`src/rtl/icon_dtree_hs.sv`:
```
// icon_dtree_hs: handshaked butterfly tree that steers each channel's words to the output lane named by their address MSBs.
// Latency: STAGES+1 register stages (1 injection + STAGES switch stages) with no contention and sinks ready.
// Backpressure: a word advances only into a free or emptying slot; ready ripples combinationally from i_ready to o_ready.
//
// Ports:
//   i_clk, i_rst               clock, synchronous active-high reset
//   i_valid/o_ready            per-channel injection handshake
//   i_addr/i_data              per-channel word; dest lane = i_addr[c][ADDR_W-1 -: STAGES]
//   o_valid/i_ready            per-lane delivery handshake
//   o_addr/o_data              delivered word (unchanged)
//   o_scb                      per-stage, per-node cross indication for the current cycle
//   o_busy                     any slot (injection or switch stage) holds a word
// Optional build macro ICON_DTREE_STATS_EN adds o_stall_cnt (cycles with a node conflict stall)
// and o_dlv_cnt (per-lane delivered words), both saturating 16-bit counters.
module icon_dtree_hs #(
    parameter int CHANS  = 4,
    parameter int EXPAND = 4,
    parameter int DATA_W = 7,
    parameter int ADDR_W = 9,
    localparam int OUTPUTS = CHANS * EXPAND,
    localparam int NODES   = OUTPUTS / 2,
    localparam int STAGES  = $clog2(OUTPUTS)
) (
    input  logic                           i_clk,
    input  logic                           i_rst,
    input  logic [CHANS-1:0]               i_valid,
    output logic [CHANS-1:0]               o_ready,
    input  logic [CHANS-1:0][ADDR_W-1:0]   i_addr,
    input  logic [CHANS-1:0][DATA_W-1:0]   i_data,
    output logic [OUTPUTS-1:0]             o_valid,
    input  logic [OUTPUTS-1:0]             i_ready,
    output logic [OUTPUTS-1:0][ADDR_W-1:0] o_addr,
    output logic [OUTPUTS-1:0][DATA_W-1:0] o_data,
    output logic [STAGES-1:0][NODES-1:0]   o_scb,
`ifdef ICON_DTREE_STATS_EN
    output logic [15:0]                    o_stall_cnt,
    output logic [OUTPUTS-1:0][15:0]       o_dlv_cnt,
`endif
    output logic                           o_busy
);

    typedef struct packed {
        logic [ADDR_W-1:0] addr;
        logic [DATA_W-1:0] data;
    } word_t;

    // Lane a word wants at a stage: its own lane with the stage bit replaced by the dest bit.
    function automatic logic [STAGES-1:0] steer(input logic [STAGES-1:0] lane,
                                                input logic [ADDR_W-1:0] addr,
                                                input logic [STAGES-1:0] mask);
        logic [STAGES-1:0] dst;
        dst = addr[ADDR_W-1 -: STAGES];
        return (lane & ~mask) | (dst & mask);
    endfunction

    // Node number of a lane at a stage: the lane index with the stage bit removed.
    function automatic int node_of(input int lane, input int b);
        return ((lane >> (b + 1)) << b) | (lane & ((1 << b) - 1));
    endfunction

    // Registered state: injection slots plus one slot per lane per switch stage.
    logic [CHANS-1:0]   inj_vld;
    word_t              inj_w  [CHANS];
    logic [OUTPUTS-1:0] st_vld [STAGES];
    word_t              st_w   [STAGES][OUTPUTS];

    // Level view: level 0 is the injection slots spread onto their lanes, level k>0 is stage k-1.
    logic [OUTPUTS-1:0] lv_vld [STAGES+1];
    word_t              lv_w   [STAGES+1][OUTPUTS];
    logic [OUTPUTS-1:0] leave  [STAGES+1];   // slot's word moves on this cycle
    logic [OUTPUTS-1:0] in_vld [STAGES];     // stage slot is loaded this cycle
    word_t              in_w   [STAGES][OUTPUTS];
    logic [STAGES-1:0][NODES-1:0] scb;
`ifdef ICON_DTREE_STATS_EN
    logic               stall_any;
`endif

    always_comb begin
        logic [STAGES-1:0] lane;
        logic [STAGES-1:0] oth;
        logic [STAGES-1:0] mask;
        logic [STAGES-1:0] want;
        logic [STAGES-1:0] oth_want;
        logic              lose;
        logic              free;

        lane     = '0;
        oth      = '0;
        mask     = '0;
        want     = '0;
        oth_want = '0;
        lose     = 1'b0;
        free     = 1'b0;
        scb      = '0;
`ifdef ICON_DTREE_STATS_EN
        stall_any = 1'b0;
`endif
        for (int k = 0; k <= STAGES; k++) begin
            lv_vld[k] = '0;
            leave[k]  = '0;
            for (int l = 0; l < OUTPUTS; l++) begin
                lv_w[k][l] = '0;
            end
        end
        for (int s = 0; s < STAGES; s++) begin
            in_vld[s] = '0;
            for (int l = 0; l < OUTPUTS; l++) begin
                in_w[s][l] = '0;
            end
        end

        for (int c = 0; c < CHANS; c++) begin
            lv_vld[0][c*EXPAND] = inj_vld[c];
            lv_w[0][c*EXPAND]   = inj_w[c];
        end
        for (int s = 0; s < STAGES; s++) begin
            lv_vld[s+1] = st_vld[s];
            for (int l = 0; l < OUTPUTS; l++) begin
                lv_w[s+1][l] = st_w[s][l];
            end
        end

        // Resolve from the sinks backwards so every slot knows whether its target empties.
        leave[STAGES] = i_rst ? '0 : (st_vld[STAGES-1] & i_ready);
        for (int s = STAGES - 1; s >= 0; s--) begin
            for (int l = 0; l < OUTPUTS; l++) begin
                lane     = STAGES'(l);
                mask     = STAGES'(1 << (STAGES - 1 - s));
                oth      = lane ^ mask;
                want     = steer(lane, lv_w[s][l].addr, mask);
                oth_want = steer(oth, lv_w[s][oth].addr, mask);
                // Lower source lane wins a shared target; the loser holds its slot.
                lose     = lv_vld[s][oth] && (oth_want == want) && (oth < lane);
                free     = !lv_vld[s+1][want] || leave[s+1][want];
`ifdef ICON_DTREE_STATS_EN
                if (lv_vld[s][l] && lose && !i_rst) begin
                    stall_any = 1'b1;
                end
`endif
                if (lv_vld[s][l] && !lose && free && !i_rst) begin
                    leave[s][l]     = 1'b1;
                    in_vld[s][want] = 1'b1;
                    in_w[s][want]   = lv_w[s][l];
                    if (want != lane) begin
                        scb[s][node_of(l, STAGES - 1 - s)] = 1'b1;
                    end
                end
            end
        end
    end

    // Injection slot accepts when empty or draining; held low during reset.
    always_comb begin
        for (int c = 0; c < CHANS; c++) begin
            o_ready[c] = !i_rst && (!inj_vld[c] || leave[0][c*EXPAND]);
        end
    end

    always_ff @(posedge i_clk) begin
        if (i_rst) begin
            inj_vld <= '0;
            for (int c = 0; c < CHANS; c++) begin
                inj_w[c] <= '0;
            end
            for (int s = 0; s < STAGES; s++) begin
                st_vld[s] <= '0;
                for (int l = 0; l < OUTPUTS; l++) begin
                    st_w[s][l] <= '0;
                end
            end
        end else begin
            for (int c = 0; c < CHANS; c++) begin
                if (i_valid[c] && o_ready[c]) begin
                    inj_vld[c] <= 1'b1;
                    inj_w[c]   <= '{addr: i_addr[c], data: i_data[c]};
                end else if (leave[0][c*EXPAND]) begin
                    inj_vld[c] <= 1'b0;
                end
            end
            for (int s = 0; s < STAGES; s++) begin
                for (int l = 0; l < OUTPUTS; l++) begin
                    if (in_vld[s][l]) begin
                        st_vld[s][l] <= 1'b1;
                        st_w[s][l]   <= in_w[s][l];
                    end else if (leave[s+1][l]) begin
                        st_vld[s][l] <= 1'b0;
                    end
                end
            end
        end
    end

    always_comb begin
        o_valid = st_vld[STAGES-1];
        o_scb   = scb;
        o_busy  = |inj_vld;
        for (int l = 0; l < OUTPUTS; l++) begin
            o_addr[l] = st_w[STAGES-1][l].addr;
            o_data[l] = st_w[STAGES-1][l].data;
        end
        for (int s = 0; s < STAGES; s++) begin
            o_busy = o_busy | (|st_vld[s]);
        end
    end

`ifdef ICON_DTREE_STATS_EN
    always_ff @(posedge i_clk) begin
        if (i_rst) begin
            o_stall_cnt <= '0;
            o_dlv_cnt   <= '0;
        end else begin
            if (stall_any && o_stall_cnt != 16'hFFFF) begin
                o_stall_cnt <= o_stall_cnt + 16'd1;
            end
            for (int l = 0; l < OUTPUTS; l++) begin
                if (o_valid[l] && i_ready[l] && o_dlv_cnt[l] != 16'hFFFF) begin
                    o_dlv_cnt[l] <= o_dlv_cnt[l] + 16'd1;
                end
            end
        end
    end
`endif

endmodule

```
`config.mk`:
```
export PLATFORM = sky130hd
export DESIGN_NAME = icon_dtree_hs
export DESIGN_NICKNAME = d
export VERILOG_FILES = /design/src/rtl/icon_dtree_hs.sv
export SDC_FILE = /design/constraint.sdc
export NUM_CORES = 1
export LEC_CHECK = 0
export CAP_MARGIN = 20
export CORE_ASPECT_RATIO = 1.2
export CORE_UTILIZATION = 40
export DETAILED_ROUTE_END_ITERATION = 6
export GPL_TIMING_DRIVEN = 0
export PLACE_DENSITY = 0.62
export SLEW_MARGIN = 20
export SYNTH_ARGS = -nofsm -noshare
export SYNTH_HDL_FRONTEND = slang
export SYNTH_SLANG_ARGS = --single-unit
```
`constraint.sdc`:
```
create_clock -name i_clk -period 3.15 [get_ports i_clk]
set_input_delay 0.63 -clock i_clk [delete_from_list [all_inputs] [get_ports i_clk]]
set_output_delay 0.63 -clock i_clk [all_outputs]
set_load 0.05 [all_outputs]
```
==> qor.txt, run 1 <==
outcome = finished with violations
failing checks = negative setup slack
antenna violations before repair = 4
RSZ-0062 raised after global routing = yes
Cell Area, Synth = 26500 sq um
layout cells sized above 1 = 0.175
register bit total from synthesis = 631
die height = 284 um
Cells after Synth = 1865
post-route ant nets = 0
Setup crit start kind = register
clk sinks = 631
max_slew headroom = 0.318
hold buffers post-CTS = 0
Crit. End Element = primary output
Worst Hold Class = input pin to register
final setup fails = 7
post-route design area = 35200 sq um
fin. max-slew vios = 0
deepest clock path buffer count = 3
DR iter-0 viols = 1263
Leak = 0.0137 uW
Pwr per Cell Area = 631 nW/um^2
CP Data Arrival Time = 2.94 ns
Slew @ Worst Pin = 1.01 ns
Peak VDD IR = 0.399 mV
number of instances in the placed design = 3133
FP Rows = 102
Crit-path slowest cell = or4_4
P&R area growth vs syn = 32.9%
CP most frequent cell = buf_6
EDFF count, synth = 627
area share of the largest cell type after synthesis = 0.711
Synth area leaders = edfxtp_1 71%, and2_1 7.9%, a22o_1 2.0%
vias in the first global route = 17.2k
min cycle time layout = 3.57 ns
effective utilization at floorplan = 0.408
CTS tree = yes
Fmax = 0.280 GHz
post-synthesis async set-or-reset flop share = 0
total congestion overflow = 0
commonest cells after routing, fill and taps aside = 627 x edfxtp_1, 340 x clkdlybuf4s50_1, 330 x and2_1
die area = 67200 sq um
CP peak stage delay = 0.49 ns
final WL = 74400 um
DP Area = 31700 sq um
via count = 17.1k
fin crit share = 1.13
Die Wd = 237 um
H-tree levels = 2
DRT Pass-1 Iters = 5
port buffer count = 381
Core Box Area = 65000 sq um
sequential share of the synthesized area = 0.714
crit-path cells = nand3b_1, a21oi_4, or4_4, a31o_4, a211o_1, buf_6, a31oi_4, buf_6
largest net degree at the start of global routing = 19
final core utilization = 0.542
Distinct cells, synth = 76
Skew-Pair Late Insertion Delay = 0.64 ns
CP Class = register to primary output
Primary FF master, synth = edfxtp_1
critical-path maximum fanout = 6
# nets final = 2535
clk root buf = clkbuf_16
commonest non-fill, non-tap cell in the layout = edfxtp_1
post-route setup slack = -0.419 ns
total track usage = 0.219
MaxCap Viol Count = 0
hpwl dp = 56600 um
vias per cell = 5.15
Clock transition at path regs = 0.06 ns
final hold violation count = 0
CTS Buf Count = 60
final total power = 22200 uW
Syn Area/Cell = 14.2 sq um
synth warn = 0
per-cell routed wire length = 22.3 um
Synth area leader = edfxtp_1
CP required = 2.52 ns
GP Congestion = 0.929
# DRC = 0
Ports = 395
setup TNS = -2.14 ns
first-pass GRT wire length = 109000 um
clock skew = 0.0303 ns
Layout Cells excl Fill = 3331
-- worst max-delay path, delay by kind of cell, from the launching register on --
kind | cells | cell delay (ns)
AOI/OAI and AO/OA | 4 | 0.84
and+or+nand+nor | 2 | 0.73
DFF | 1 | 0.45
buffers and inverters | 2 | 0.31
-- cell families (layout without fill, tap and decap cells) --
group	count (synthesis)	after routing	synth area share
AOI/OAI and AO/OA	228	228	0.0694
xor gates and xnor gates	2	2	0.000662
buffers and inverters	151	737	0.0279
DFF	631	631	0.714
muxes	47	47	0.0178
other	1	49	0.000142
and+or+nand+nor	805	805	0.170
-- cell usage after synthesis (4+ instances only) --
library cell	count
or2_2	22
buf_2	14
nor2_1	116
o21ai_0	29
nand2b_1	24
nand2_1	112
a22oi_1	16
buf_1	4
inv_1	31
o211ai_1	10
edfxtp_1	627
nand4_1	11
nor2b_1	21
a21o_1	24
mux2i_1	46
dfxtp_1	4
nor3_1	33
a21boi_0	6
nand3_1	8
buf_4	31
and2_1	333
or3_1	7
nor3b_1	8
a21oi_1	17
a31oi_1	11
clkbuf_1	66
and3_1	66
a211oi_1	8
and4_1	6
nand3b_1	7
and3b_1	4
a22o_1	59
a31oi_2	9
nor4_1	12
-- per-stage QoR --
step	worst slack, ns	hold WS (ns)
after floorplan	-0.171	0.513
after global placement	-3.06	0.525
after detailed placement	-3.02	0.527
after CTS	-0.478	0.461
after global routing	-0.460	0.363
final	-0.419	0.374
-- layout make-up --
class | instances | area [sq um]
antenna | 1 | 2.50
buffer | 107 | 807
clock buffer | 70 | 1540
clock inverter | 41 | 404
fill | 5338 | 29800
inverter | 32 | 135
multi-input combinational | 1130 | 7700
sequential | 631 | 18900
tap | 832 | 1040
timing repair buffer | 487 | 4640
-- where the power goes --
part           switching [uW]  total (uW)  internal [uW]
clock                    3100        7160           4070
combinational            2850        4320           1470
sequential                518       10700          10200
total                    6460       22200          15800
-- registers in the layout (all words and copies together) (netlist names) --
register,flops
st_w,499
st_vld,64
inj_vld,4
inj_w,64
-- metal layers --
metal | global-route usage | part of all wire | vias to the layer above
met2 | 0.388 | 0.52 | 569
met5 | 0 | 0.00023 | -
met3 | 0.0304 | 0.056 | 124
li1 | - | - | 7948
met1 | 0.270 | 0.39 | 8496
met4 | 0.0794 | 0.035 | 2
-- final timing paths --
kind / endpoint / cells after the start / from / slack [ns]
hold / removal: st_vld[3][4] / 2 / i_ready[4] / 0.37
setup / recovery: o_ready[3] / 8 / st_w[2][28] / -0.42
setup reg to reg: inj_w[3][3] / 8 / st_w[2][28] / 0.13
hold reg to reg: st_w[3][208] / 1 / st_w[2][208] / 0.53
-- repair_timing --
item	4_1_cts	5_1_grt
pin swaps	31	35
gates resized for setup	357	86
buffers inserted	61	38
endpoints found under the setup margin	531	88
Note: power is estimated with default switching activity, not from simulation.
==> run 2: changes to the inputs <==
- HOLD_SLACK_MARGIN: default -> 0.15
==> results of run 2 <==
The final DEF is identical to that of run 1; final timing and power are the same.
